## src/rtl/uart_pkg.sv

```systemverilog
// Shared UART types: transmitter state encoding and per-frame line configuration.
package uart_pkg;

  localparam int unsigned UART_STATE_W = 3;

  typedef enum logic [UART_STATE_W-1:0] {
    IDLE   = 3'd0,
    START  = 3'd1,
    DATA   = 3'd2,
    PARITY = 3'd3,
    STOP   = 3'd4
  } uart_tx_state_t;

  typedef struct packed {
    logic parity_en;
    logic parity_odd;
    logic stop2;
  } uart_cfg_t;

endpackage

```

## src/rtl/uart_baud_gen.sv

```systemverilog
// Loadable baud down-counter; bit_end_c marks the last clock of each bit period.
module uart_baud_gen #(
  parameter int unsigned DIV_WIDTH = 16
) (
  input  logic                 clk,
  input  logic                 rst_n,
  input  logic                 run,
  input  logic                 load,
  input  logic [DIV_WIDTH-1:0] div,
  output logic                 bit_end_c
);

  logic [DIV_WIDTH-1:0] cnt_q;
  logic [DIV_WIDTH-1:0] cnt_d;

  // Load starts a new period; while running, reload on expiry; parked at 0 otherwise.
  always_comb begin
    cnt_d = cnt_q;
    if (load) begin
      cnt_d = div;
    end else if (!run) begin
      cnt_d = '0;
    end else if (cnt_q == '0) begin
      cnt_d = div;
    end else begin
      cnt_d = cnt_q - DIV_WIDTH'(1);
    end
  end

  // Counter register.
  always_ff @(posedge clk or negedge rst_n) begin
    if (!rst_n) begin
      cnt_q <= '0;
    end else begin
      cnt_q <= cnt_d;
    end
  end

  assign bit_end_c = run && (cnt_q == '0);

endmodule

```

## src/rtl/uart_tx.sv

```systemverilog
// FIFO-draining UART transmitter: start, LSB-first data, optional parity, 1 or 2 stop bits.
module uart_tx
  import uart_pkg::*;
#(
  parameter int unsigned WIDTH     = 8,
  parameter int unsigned DIV_WIDTH = 16
) (
  input  logic                 clk,
  input  logic                 rst_n,
  input  logic                 en,
  input  logic [DIV_WIDTH-1:0] baud_div,
  input  logic                 parity_en,
  input  logic                 parity_odd,
  input  logic                 stop2,
  input  logic                 fifo_empty,
  input  logic [WIDTH-1:0]     fifo_rdata,
  output logic                 fifo_pop,
  output logic                 txd,
  output logic                 busy,
  output logic                 tx_done
);

  localparam int unsigned CNT_W = $clog2(WIDTH);

  localparam logic [UART_STATE_W-1:0] S_IDLE   = IDLE;
  localparam logic [UART_STATE_W-1:0] S_START  = START;
  localparam logic [UART_STATE_W-1:0] S_DATA   = DATA;
  localparam logic [UART_STATE_W-1:0] S_PARITY = PARITY;
  localparam logic [UART_STATE_W-1:0] S_STOP   = STOP;

  logic [UART_STATE_W-1:0] state_q,   state_d;
  logic [WIDTH-1:0]        shift_q,   shift_d;
  logic [CNT_W-1:0]        bit_cnt_q, bit_cnt_d;
  logic                    parity_q,  parity_d;
  uart_cfg_t               cfg_q,     cfg_d;
  logic [DIV_WIDTH-1:0]    div_q,     div_d;
  logic                    stop_cnt_q, stop_cnt_d;
  logic                    txd_q,     txd_d;
  logic                    busy_q,    busy_d;

  logic                    pop_c;
  logic                    done_c;
  logic                    start_ok_c;
  logic                    bit_end_c;
  logic                    baud_run_c;
  logic [DIV_WIDTH-1:0]    baud_sel_c;

  assign start_ok_c = en && !fifo_empty;
  assign baud_run_c = (state_q != S_IDLE);
  assign baud_sel_c = pop_c ? baud_div : div_q;

  uart_baud_gen #(
    .DIV_WIDTH(DIV_WIDTH)
  ) u_baud (
    .clk      (clk),
    .rst_n    (rst_n),
    .run      (baud_run_c),
    .load     (pop_c),
    .div      (baud_sel_c),
    .bit_end_c(bit_end_c)
  );

  // Next-state, datapath and strobe decode; txd_d is the line level for the next cycle.
  always_comb begin
    state_d    = state_q;
    shift_d    = shift_q;
    bit_cnt_d  = bit_cnt_q;
    parity_d   = parity_q;
    cfg_d      = cfg_q;
    div_d      = div_q;
    stop_cnt_d = stop_cnt_q;
    txd_d      = txd_q;
    pop_c      = 1'b0;
    done_c     = 1'b0;

    case (state_q)
      S_IDLE: begin
        txd_d = 1'b1;
        if (start_ok_c) begin
          pop_c = 1'b1;
        end
      end
      S_START: begin
        if (bit_end_c) begin
          state_d   = S_DATA;
          bit_cnt_d = '0;
          txd_d     = shift_q[0];
          parity_d  = parity_q ^ shift_q[0];
          shift_d   = shift_q >> 1;
        end
      end
      S_DATA: begin
        if (bit_end_c) begin
          if (bit_cnt_q == CNT_W'(WIDTH - 1)) begin
            if (cfg_q.parity_en) begin
              state_d = S_PARITY;
              txd_d   = parity_q ^ cfg_q.parity_odd;
            end else begin
              state_d    = S_STOP;
              stop_cnt_d = 1'b0;
              txd_d      = 1'b1;
            end
          end else begin
            bit_cnt_d = bit_cnt_q + CNT_W'(1);
            txd_d     = shift_q[0];
            parity_d  = parity_q ^ shift_q[0];
            shift_d   = shift_q >> 1;
          end
        end
      end
      S_PARITY: begin
        if (bit_end_c) begin
          state_d    = S_STOP;
          stop_cnt_d = 1'b0;
          txd_d      = 1'b1;
        end
      end
      S_STOP: begin
        if (bit_end_c) begin
          if (cfg_q.stop2 && !stop_cnt_q) begin
            stop_cnt_d = 1'b1;
          end else begin
            done_c  = 1'b1;
            state_d = S_IDLE;
            txd_d   = 1'b1;
            if (start_ok_c) begin
              pop_c = 1'b1;
            end
          end
        end
      end
      default: begin
        state_d = S_IDLE;
        txd_d   = 1'b1;
      end
    endcase

    // Frame launch: capture word and line config together with the pop.
    if (pop_c) begin
      state_d         = S_START;
      txd_d           = 1'b0;
      shift_d         = fifo_rdata;
      parity_d        = 1'b0;
      stop_cnt_d      = 1'b0;
      div_d           = baud_div;
      cfg_d.parity_en  = parity_en;
      cfg_d.parity_odd = parity_odd;
      cfg_d.stop2      = stop2;
    end
  end

  assign busy_d = (state_d != S_IDLE);

  // State and datapath registers; reset forces the line idle-high immediately.
  always_ff @(posedge clk or negedge rst_n) begin
    if (!rst_n) begin
      state_q    <= S_IDLE;
      shift_q    <= '0;
      bit_cnt_q  <= '0;
      parity_q   <= 1'b0;
      cfg_q      <= '0;
      div_q      <= '0;
      stop_cnt_q <= 1'b0;
      txd_q      <= 1'b1;
      busy_q     <= 1'b0;
    end else begin
      state_q    <= state_d;
      shift_q    <= shift_d;
      bit_cnt_q  <= bit_cnt_d;
      parity_q   <= parity_d;
      cfg_q      <= cfg_d;
      div_q      <= div_d;
      stop_cnt_q <= stop_cnt_d;
      txd_q      <= txd_d;
      busy_q     <= busy_d;
    end
  end

  assign fifo_pop = pop_c;
  assign tx_done  = done_c;
  assign txd      = txd_q;
  assign busy     = busy_q;

endmodule
```

## config.mk

```make
export PLATFORM = sky130hd
export DESIGN_NAME = uart_tx
export DESIGN_NICKNAME = d
export VERILOG_FILES = /design/src/rtl/uart_pkg.sv /design/src/rtl/uart_baud_gen.sv /design/src/rtl/uart_tx.sv
export SDC_FILE = /design/constraint.sdc
export NUM_CORES = 1
export LEC_CHECK = 0
export CORE_MARGIN = 2
export CORE_UTILIZATION = 60
export DETAILED_ROUTE_END_ITERATION = 6
export PLACE_DENSITY_LB_ADDON = 0.15
export SYNTH_ARGS = -nofsm -noshare
export SYNTH_HDL_FRONTEND = slang
export SYNTH_SLANG_ARGS = --single-unit
```

## constraint.sdc

```tcl
create_clock -name clk -period 3.9 [get_ports clk]
set_input_delay 0.78 -clock clk [delete_from_list [all_inputs] [get_ports clk]]
set_output_delay 0.78 -clock clk [all_outputs]
set_load 0.05 [all_outputs]
```

==> results of run 1 <==
-- flip-flops by register name, indices dropped and copies added, names as in the netlist, 3 cells and up --
| name | flops |
|---|---|
| div_q | 16 |
| u_baud.cnt_q | 16 |
| shift_q | 8 |
| bit_cnt_q | 3 |
| cfg_q | 3 |
| state_q | 3 |
-- cells by family after synthesis --
family | after synthesis | synth area share, %
compound gates | 64 | 14.9
mux | 35 | 13.9
simple gates | 93 | 18.3
fa+ha+maj | 4 | 1.65
flops | 53 | 43.9
buf+inv | 27 | 4.51
xor+xnor | 10 | 2.89
-- timing repair --
action | 4_1_cts | 5_1_grt
gates resized for setup | 0 | 1
hold buffers | 0 | 0
setup endpoints to repair | 0 | 1
-- worst max-delay path: cells and delay by family (launching register included) --
kind | cells | cell delay [ns]
buf+inv | 1 | 0.43
flops | 1 | 0.46
simple gates | 4 | 1.33
-- final cells by class --
type / count / area (um^2)
multi-input combinational: 206 / 1560
sequential: 53 / 1330
fill: 371 / 1240
timing repair buffer: 38 / 378
tap: 67 / 83.8
clock buffer: 5 / 68.8
clock inverter: 3 / 65.1
inverter: 16 / 61.3
-- power by group --
group	internal [uW]	switching, uW	total, uW
Combinational	411	414	825
Clock	255	181	436
Sequential	790	212	1000
Total	1460	807	2260
-- through the flow --
step           power (uW)  cells
6_report             2260    388
4_1_cts              2270    388
5_1_grt              2420    388
2_1_floorplan        1610    286
3_5_place_dp         1820    380
3_3_place_gp         1790    380
-- path summary, 6_finish.rpt --
| check | slack (ns) | to | startpoint |
|---|---|---|---|
| worst max-delay path | 0.59 | tx_done | u_baud.cnt_q[6]$_DFF_PN0_ |
| worst min-delay path | 0.43 | stop_cnt_q$_DFFE_PN0P_ | rst_n |
| worst max register to register | 1.08 | u_baud.cnt_q[14]$_DFF_PN0_ | u_baud.cnt_q[0]$_DFF_PN0_ |
| worst min register to register | 0.51 | div_q[10]$_DFF_PN0_ | div_q[10]$_DFF_PN0_ |
| max in group asynchronous | 2.66 | txd$_DFFE_PN1P_ | rst_n |
| min in group clk | 0.51 | div_q[10]$_DFF_PN0_ | div_q[10]$_DFF_PN0_ |
-- cell usage in the layout (no fill, tap or decap), drive strengths merged, types with 3 or more instances in the layout --
cell type,synthesis,final
buf,5,6
dfrtp,52,52
inv,15,15
nand2b,3,3
xnor2,5,5
nand4,4,4
mux2,29,29
clkbuf,6,5
o21ai,21,21
xor2,5,5
nor3,9,9
o2bb2ai,10,10
nor2b,3,3
ha,4,4
o22ai,4,4
or2,3,3
mux2i,6,6
o31ai,6,6
nand3,12,12
clkdlybuf4s50,0,31
nor4,9,9
nand2,16,16
nor2,22,22
a21oi,9,9
-- cells in the mapped netlist, types with 3 or more instances --
library cell / instances
a21oi_1: 9
nor3_1: 9
inv_1: 15
mux2_2: 12
o22ai_1: 4
clkbuf_1: 6
o2bb2ai_1: 10
mux2_1: 8
nor4_1: 6
o31ai_1: 4
nor2_1: 20
nor2b_1: 3
buf_6: 4
nand2_1: 14
or2_2: 3
xnor2_1: 5
dfrtp_1: 52
o21ai_0: 20
mux2i_1: 6
mux2_4: 9
xor2_1: 5
nand2b_1: 3
nor4_4: 3
ha_1: 4
nand3_1: 12
nand4_1: 3
-- metal layers --
layer  up-vias  part of all wire (%)  track usage (%)
met5         -                     0                0
met3         6                   4.5             5.22
met1      1098                    46             35.6
met4         0                  0.84             7.34
li1       1121                     -                -
met2        57                    49             39.6
==> results.cfg, run 1 <==
[yosys]
synth_nets = 321
async_flop_share_pct = 100
synth_cell_types = 56
ys_ff_latch = 53
synth_edf_count = 0
synth.top_cell.area_share_pct = 43.0
synth.avg_cell_area_um2 = 10.6
ys_warn_count = 0
synth_area_leader_cell = dfrtp_1
synth.area.top_cells = dfrtp_1 43%, mux2_4 4.5%, mux2_2 4.5%, o21ai_0 3.3%, mux2_1 3.0%
ys.flop_type = dfrtp_1
ys_seq_area_share_pct = 43.9
netlist_area_um2 = 3030
synthCells = 286

[drt]
routed_via_density = 5.88
drtIter0Drc = 165
wire_per_inst_um = 16.2
drtPass1Iterations = 4
ant_nets = 0
vias = 2282
drc_errors = 0
wl_um = 6300

[sta]
fin_ws_ns = 0.588
max_freq_ghz = 0.302
finalHoldViolCount = 0
tightest_slew_ns = 0.847
maxSlewHeadroom_pct = 43.1
setup_violations = 0
grt_setup_unrepaired = no
finalClockSkew_ns = 0.0101
finalCritPeriodShare_pct = 84.9
finalSetupTns_ns = 0
finalMaxSlewViolations = 0
post-route-min-period_ns = 3.31
holdWs_ns = 0.432

[clock_tree]
post-cts-setup-buffer-count = 0
tritoncts = built
clock_latency_ns = 0.31
cts-root-buf = clkbuf_8
clkSinkCount = 53
path_clk_slew_ns = 0.10
cts_buffers = 5
clock_path_buffers = 2
htree_levels = 2

[place]
dp_hpwl_um = 4480
post_dp_cell_area_um2 = 3410
place_congestion = 0.857
pre_cts_slack_ns = 0.579
port_buffers = 34

[global_routing]
grt-ovfl-total = 0
grtUsageTotal_pct = 25.2
grt_pass1_vias = 2316
grt_max_degree = 31
grt_antenna_before_repair = 0
grt_pass1_wl_um = 10700

[final_layout]
nets = 355
finalInstanceArea_um2 = 3550
area_growth_pct = 17.2
antenna_cells = 0
fin_util_pct = 74.1
drive_gt1_share_pct = 16.5

[critical_path]
crit_path_start_kind = register
cp_slowest_cell = or4_1
worstPathRequired_ns = 3.12
r2r_cells = 7
path_class = reg2out
cp_cell_sequence = or4_1 -> nor4_1 -> nand3_1 -> nor2_1 -> dlymetal6s2s_1
critical_path_arrival_ns = 2.53
critPathMaxFanout = 5
cpPeakStageDelay_ns = 0.65
setup.worst_path.end_class = output pin

[die]
start_util_pct = 63.2
die_area_um2 = 5630
io_pins = 35
num_rows = 25
die-width_um = 75.0
coreArea_um2 = 4790
die_height_um = 75.0

[run_status]
status = completed

[flow_run]
drv_cap = 0

[pwr]
vdd_drop_max_mv = 0.387
p_leak_uw = 0.00154
p_per_area_nw_per_um2 = 638

[hold_path]
worst_hold_path_type = in2async
Note: power is estimated with default switching activity, not from simulation.
==> run 2: changes to the inputs <==
Settings changed: CORE_UTILIZATION 60 to 56.
Clock period 3.9 ns to 3.2 ns, I/O delays scaled along.
==> results.cfg, run 2 (synthesized netlist as in run 1, its figures left out) <==
[place]
port_buffers = 34
place_congestion = 0.907
dp_hpwl_um = 4840
dpl.cell_count = 390
pre_cts_slack_ns = 0.542

[sta]
setup_violations = 0
finalMaxSlewViolations = 0
maxSlewHeadroom_pct = 56.1
finalCritPeriodShare_pct = 94.9
post-route-min-period_ns = 3.04
finalClockSkew_ns = 0.00616
max_freq_ghz = 0.329
fin_ws_ns = 0.164
tightest_slew_ns = 0.653
finalSetupTns_ns = 0
grt_setup_unrepaired = no
finalHoldViolCount = 0

[critical_path]
cp_cell_sequence = or4_1 -> nor4_1 -> nand3_1 -> nor2_1 -> buf_12
critical_path_depth = 5
worstPathRequired_ns = 2.56
critical_path_arrival_ns = 2.40
cp_slowest_cell = or4_1
path_class = reg2out
r2r_start = u_baud.cnt_q[0]$_DFF_PN0_
r2r_end = u_baud.cnt_q[13]$_DFF_PN0_
critPathMaxFanout = 5
cpPeakStageDelay_ns = 0.66
critPathTopFamily = simple AND/OR/NAND/NOR gates
setup.worst_path.end_class = output pin
r2r_cells = 8
r2r_setup_slack_ns = 0.67
crit_path_start_kind = register
worst-path-buf-inv = 1

[die]
die_area_um2 = 6010
die_height_um = 77.5
io_pins = 35
die-width_um = 77.5
num_rows = 26
start_util_pct = 58.5
coreArea_um2 = 5170

[final_layout]
stdcell_count = 398
top_regs = div_q x16, u_baud.cnt_q x16, shift_q x8
fin_util_pct = 69.5
area_growth_pct = 18.9
antenna_cells = 0
drive_gt1_share_pct = 18.6
nets = 362
final_cell_mix = 52 x dfrtp_1, 31 x clkdlybuf4s50_1, 20 x nor2_1, 20 x o21ai_0, 15 x inv_1
final_common_cell = dfrtp_1

[global_routing]
grt-ovfl-total = 0
grt_pass1_vias = 2329
grt_pass1_wl_um = 11200
grt_antenna_before_repair = 0
grtUsageTotal_pct = 23.5
grt_max_degree = 32

[clock_tree]
clock_path_buffers = 2
tritoncts = built
path_clk_slew_ns = 0.09
clock_latency_ns = 0.30
cts_hold_buf = 0
cts-root-buf = clkbuf_8
htree_levels = 2
clkSinkCount = 53
post-cts-setup-buffer-count = 0
cts_repair_resize_count = 0
cts_buffers = 5

[drt]
wl_um = 6500
wire_per_inst_um = 16.3
drtPass1Iterations = 5
drtIter0Drc = 110
drc_errors = 0
vias = 2343
routed_via_density = 5.89
ant_nets = 0

[pwr]
vdd_drop_max_mv = 0.408
p_per_area_nw_per_um2 = 757
p_leak_uw = 0.00155

[run_status]
status = completed

[flow_run]
drv_cap = 0

[hold_path]
worst_hold_path_type = in2async
[run 2: cell count changes in the layout (fill, tap and decap cells not counted), sizes merged]
| cell | change |
|---|---|
| buf | +8 |
| bufinv | -1 |
| clkbuf | +1 |
| clkinv | -1 |
| clkinvlp | +1 |
| dlymetal6s2s | -1 |
[run 2: metrics by stage]
step	cell area [um^2]	hold WS (ns)	power, uW
6_report	3600	0.286	2720
5_1_grt	3600	0.315	2930
3_3_place_gp	3480	0.471	2200
3_5_place_dp	3480	0.478	2250
2_1_floorplan	3030	0.344	1960
4_1_cts	3600	0.299	2730
[run 2: where the power goes]
group | total, uW | switching (uW) | internal, uW
Combinational | 1020 | 504 | 516
Clock | 474 | 219 | 254
Sequential | 1230 | 264 | 963
[run 2: how the worst max path moves through the flow]
stage / slack [ns] / endpoint / from
2_1_floorplan: 0.41 / tx_done / u_baud.cnt_q[6]$_DFF_PN0_
3_3_place_gp: 0.58 / tx_done / u_baud.cnt_q[6]$_DFF_PN0_
3_5_place_dp: 0.54 / tx_done / u_baud.cnt_q[6]$_DFF_PN0_
4_1_cts: 0.19 / tx_done / u_baud.cnt_q[6]$_DFF_PN0_
5_1_grt: 0.03 / fifo_pop / u_baud.cnt_q[1]$_DFF_PN0_
6_report: 0.16 / tx_done / u_baud.cnt_q[6]$_DFF_PN0_
[run 2: area by class of cell]
class | count | area (um^2)
Clock buffer | 6 | 82.6
Clock inverter | 2 | 37.5
Fill cell | 415 | 1580
Inverter | 16 | 61.3
Multi-Input combinational cell | 206 | 1560
Sequential cell | 53 | 1330
Tap cell | 70 | 87.6
Timing Repair Buffer | 45 | 438
[run 2: per-layer routing]
metal	up-vias	routed length [um]	part of all wire, %	GRT usage (%)
met2	69	3170	49	39.0
met3	10	277	4.3	3.95
met4	0	84	1.3	6.79
met1	1135	2960	46	31.9
met5	-	0	0	0
li1	1129	-	-	-
==> run 3: changes to the inputs <==
Settings changed: CORE_UTILIZATION 56 to 60.
Clock period 3.2 ns to 3.9 ns, I/O delays scaled along.
==> results of run 3 <==
Final layout, timing and power as in run 1 (identical DEF).
==> patch 1, RTL diff (settings of run 2) <==
Put one more register stage on the output `txd`, cleared by the reset. The value now appears one clock later. The other outputs are not delayed to match.
--- a/src/rtl/uart_tx.sv
+++ b/src/rtl/uart_tx.sv
@@ -180,3 +180,9 @@
   assign tx_done  = done_c;
-  assign txd      = txd_q;
+  always_ff @(posedge clk or negedge rst_n) begin
+    if (!rst_n) begin
+      txd <= '0;
+    end else begin
+      txd <= txd_q;
+    end
+  end
   assign busy     = busy_q;
Function: changed (Yosys sat finds a counterexample within 4 cycles, from zero or initial values and one cycle with rst_n low).
==> patch 1 against run 2 <==
- register-to-register slack better by 0.07 ns
- clock power fell by 4.2%
- synthesized cell count grew 4.2%
- worst hold slack better by 0.018 ns
- power up 2.3%
- non-clock buffer count shrank 5
- worst setup slack better by 0.11 ns
- sequential cell count is 1 higher
- synthesized area fell by 5.9%
- clock skew down 0.00069 ns
- first-iteration DRC count is 2.7% lower
- design area is 7.1% lower
- routed wire length shrank 16%
- sequential share of layout area up 3.6 points
- critical path type unchanged
- critical endpoint unchanged
- largest cell class unchanged
- highest routed layer unchanged
==> patch 1: results (changes against run 2) <==
| Metric | Value |
|---|---|
| Hold Crit Class | `in2async` |
| Crit path largest cell delay | `0.60 ns (-0.06 ns)` |
| Vias | `2121 (-9.5%)` |
| Number of global-route vias before repair | `1950 (-16%)` |
| Share of cells above drive strength 1 | `11.8% (-6.8 points)` |
| Syn_nets | `333 (+3.7%)` |
| GPL Wtd Cong | `0.836 (-7.8%)` |
| Cell variety after synth | `54 (-3.6%)` |
| Met1 Wirelength | `2710 µm (-8.5%)` |
| Critical path startpoint | `u_baud.cnt_q[4]$_DFF_PN0_` |
| Drt initial violations | `107 (-2.7%)` |
| Worst Reg-to-Reg Cells | `9 (+1)` |
| Register area share after synthesis | `47.5% (+3.6 points)` |
| CP max FO | `7 (+2)` |
| Worst skew pair latency | `~0.31 ns` |
| Post-synth top cells | `nand2_1 (75), dfrtp_1 (53), o21ai_0 (19), o21ai_1 (19), mux2i_1 (17)` |
| Routed wl met2 | `2460 µm (-22%)` |
| Wire length per cell | `13.6 µm (-16%)` |
| DRT Pass-1 Iters | `4 (-1)` |
| Top post-synthesis cells by area | `dfrtp_1 (47%), nand2_1 (9.9%), mux2i_1 (6.0%)` |
| Final Skew | `0.00547 ns (-0.000695 ns)` |
| Buffers on Ports | `34 (unchanged)` |
| Slew headroom | `60.9% (+4.8 points)` |
| Arr. time, crit path | `2.28 ns (-0.12 ns)` |
| Ys Warns | `0 (unchanged)` |
| LEAKAGE | `1.59 nW (+2.6%)` |
| DP HPWL | `3670 µm (-24%)` |
| WL met3 | `189 µm (-32%)` |
| Nets | `365 (+0.83%)` |
| Slowest cell on crit path | `or4_4` |
| Status | `finished, final reports clean` |
| First-pass GRT wire length | `9380 µm (-17%)` |
| Switch Pwr | `1.08 mW (+9.3%)` |
| Placed cell areas | `3220 µm² (-7.3%)` |
| Worst vdd ir | `0.397 mV (-2.7%)` |
| Largest net degree at the start of global routing | `37 (+16%)` |
| Worst reg2reg path endpoint | `u_baud.cnt_q[14]$_DFF_PN0_` |
| Gr usage total | `21.7% (-1.8 points)` |
| Reg-to-reg slack, setup | `0.74 ns (+0.07 ns)` |
patch 1: how the worst min path moves through the flow:
stage,start,end,slack [ns],depth (start not counted)
2_1_floorplan,rst_n,bit_cnt_q[0]$_DFFE_PN0P_,0.34,0
3_3_place_gp,txd_q$_DFFE_PN1P_,txd$_DFF_PN0_,0.39,0
3_5_place_dp,txd_q$_DFFE_PN1P_,txd$_DFF_PN0_,0.40,0
4_1_cts,rst_n,busy$_DFF_PN0_,0.32,1
5_1_grt,rst_n,busy$_DFF_PN0_,0.35,1
6_report,rst_n,busy$_DFF_PN0_,0.30,1
patch 1: final cells by class:
cell class                 instances  area [µm²]
inverter                           5        21.3
fill                             389        1480
timing repair buffer              40         400
sequential                        54        1350
multi-input combinational        224        1370
tap                               67        83.8
clock buffer                       5        68.8
clock inverter                     3        45.0
patch 1: metrics by stage:
stage                     util (%)  std cells  hold WS (ns)  worst slack (ns)
final                         69.3        398         0.304             0.279
after floorplan                  -        298         0.344             0.403
after CTS                     69.2        398         0.316             0.172
after global placement        66.9        390         0.394             0.329
after global routing          69.3        398         0.347            0.0841
after detailed placement      66.9        390         0.396             0.311
patch 1: per-layer routing:
layer / vias to the layer above / GRT usage (%)
li1: 1089 / -
met1: 982 / 32.0
met2: 42 / 33.1
met3: 8 / 3.17
met4: 0 / 7.21
met5: - / 0
patch 1: cells by family (layout without fill, tap and decap cells):
family	Yosys count	in the layout	synth area share, %
muxes	17	17	5.98
AOI/OAI and AO/OA	58	58	12.1
DFF	54	54	47.5
buffers and inverters	20	53	4.79
and+or+nand+nor	134	134	24.5
adders and majority gates	4	4	1.76
xor gates and xnor gates	11	11	3.38
patch 1: worst reg2reg max path, delay by kind of cell (launching register included):
family	cells	cell delay (ns)
AO/OA/AOI/OAI	2	0.26
adder cells (fa/ha/maj)	1	0.18
buffers and inverters	3	0.53
flip-flops	1	0.43
AND/OR/NAND/NOR	3	0.99
patch 1: power groups by stage:
stage	logic (mW)	clock network, mW	registers, mW
floorplan	0.847	0	1.20
global placement	1.05	0	1.23
detailed placement	1.08	0	1.24
CTS	1.09	0.469	1.23
global route	1.25	0.493	1.27
finish	1.09	0.454	1.23
==> patch 2, RTL diff (settings of run 2) <==
Made on the original files. The parameter `WIDTH` goes from 8 to 4.
--- a/src/rtl/uart_tx.sv
+++ b/src/rtl/uart_tx.sv
@@ -4,3 +4,3 @@
 #(
-  parameter int unsigned WIDTH     = 8,
+  parameter int unsigned WIDTH     = 4,
   parameter int unsigned DIV_WIDTH = 16
Ports: changed (resized fifo_rdata); port bits go from 35 to 31. The function was not compared with the original's and may differ.
==> patch 2 against run 2 <==
- worst setup slack better by 0.22 ns
- register-to-register slack better by 0.27 ns
- design area down 17%
- global-route usage down 0.98 points
- routed wire length down 20%
- critical path type unchanged
- maximum frequency up 7.7%
- sequential cell count down 5
- worst hold slack better by 0.19 ns
- core utilization down 1.3 points
- die area down 15%
- synthesized area down 16%
Power is not compared: it rests on default switching activity, and its combinational part moved more than twofold at a synthesized area within 25%.
==> patch 2: results (changes against run 2) <==
| Metric | Value |
|---|---|
| DRT Pass-1 Iters | `4 (-1)` |
| Slew at the pin with the worst max-slew slack | `1.04 ns (+0.383 ns)` |
| Nets | `340 (-6.1%)` |
| Arr. time, crit path | `2.18 ns (-0.22 ns)` |
| DP HPWL | `3620 µm (-25%)` |
| Syn_nets | `311 (-3.1%)` |
| Mean post-synth cell area | `9.07 µm² (-14%)` |
| Hold Slack | `0.479 ns (+0.193 ns)` |
| Wire length per cell | `14.3 µm (-12%)` |
| Switch Pwr | `between 0.2 and 0.25 mW` |
| Post-CTS Resized | `0 (unchanged)` |
| Largest net degree at the start of global routing | `49 (+53%)` |
| Slowest cell on crit path | `or4_4` |
| Top post-synthesis cells by area | `dfrtp_1 (46%), nand2_1 (11%), o21ai_1 (4.9%)` |
| Fill count | `358 (-14%)` |
| Place WS | `0.558 ns (+0.0158 ns)` |
| Via density | `5.72 (-2.8%)` |
| Post-synth ARST share | `100% (unchanged)` |
| Ant. Diodes | `0 (unchanged)` |
| Share of cells above drive strength 1 | `8.36% (-10 points)` |
| Cell variety after synth | `51 (-8.9%)` |
| Final Skew | `0.00680 ns (+0.000634 ns)` |
| Crit path largest cell delay | `0.57 ns (-0.09 ns)` |
| Worst reg2reg path endpoint | `txd$_DFFE_PN1P_` |
| Htree depth | `2 (unchanged)` |
| Fin crit share | `88.1% (-6.8 points)` |
| Power share of the clock group | `40.2%` |
| Clock slew at reported path FFs | `roughly 0.080 ns` |
| Placed cell areas | `2880 µm² (-17%)` |
| Register area share after synthesis | `47.2% (+3.3 points)` |
| Hold Path Origin | `div_q[9]$_DFF_PN0_` |
| Reg-to-reg slack, setup | `0.94 ns (+0.27 ns)` |
| Critical path startpoint | `u_baud.cnt_q[6]$_DFF_PN0_` |
| Finished Layout Cells | `363 (-8.8%)` |
| Inst Count DP | `355 (-9.0%)` |
| Worst vdd ir | `0.187 mV` |
| Post-synth top cells | `nand2_1 (75), dfrtp_1 (47), o21ai_1 (25)` |
| Buffers on Ports | `30 (-12%)` |
| Worst Reg-to-Reg Cells | `9 (+1)` |
| Top flop regs | `div_q x16, u_baud.cnt_q x16, shift_q x4` |
| Gr usage total | `22.6% (-0.98 points)` |
| Status | `finished, final reports clean` |
| Number of global-route vias before repair | `1983 (-15%)` |
| Drt initial violations | `157 (+43%)` |
| First-pass GRT wire length | `9150 µm (-19%)` |
| GPL Wtd Cong | `0.847 (-6.7%)` |
| Hold Crit Class | `reg2reg` |
| Num CTS Buffers | `5 (unchanged)` |
[patch 2: kinds of logic after synthesis]
family / after synthesis / synth area share [%]
AND/OR/NAND/NOR: 130 / 25.7
buffers and inverters: 18 / 3.24
AO/OA/AOI/OAI: 60 / 14.3
adder cells (fa/ha/maj): 3 / 1.47
multiplexers: 12 / 4.76
flip-flops: 48 / 47.2
XOR/XNOR: 10 / 3.43
[patch 2: area by class of cell]
type | count | area [µm²] | area share, %
flip-flops and latches | 48 | 1200 | 40.2
well taps | 52 | 65.1 | 2.17
inverters | 6 | 22.5 | 0.753
clock buffers | 5 | 68.8 | 2.30
clock inverters | 3 | 42.5 | 1.42
multi-input cells | 215 | 1270 | 42.5
repair buffers | 34 | 320 | 10.7
[patch 2: layer usage]
layer / global-route usage [%] / vias to the layer above / share of wire [%]
met4: 6.71 / 0 / 1.2
met3: 3.94 / 6 / 4.9
met5: 0 / - / 0
li1: - / 1040 / -
met2: 36.1 / 48 / 46
met1: 31.7 / 983 / 48
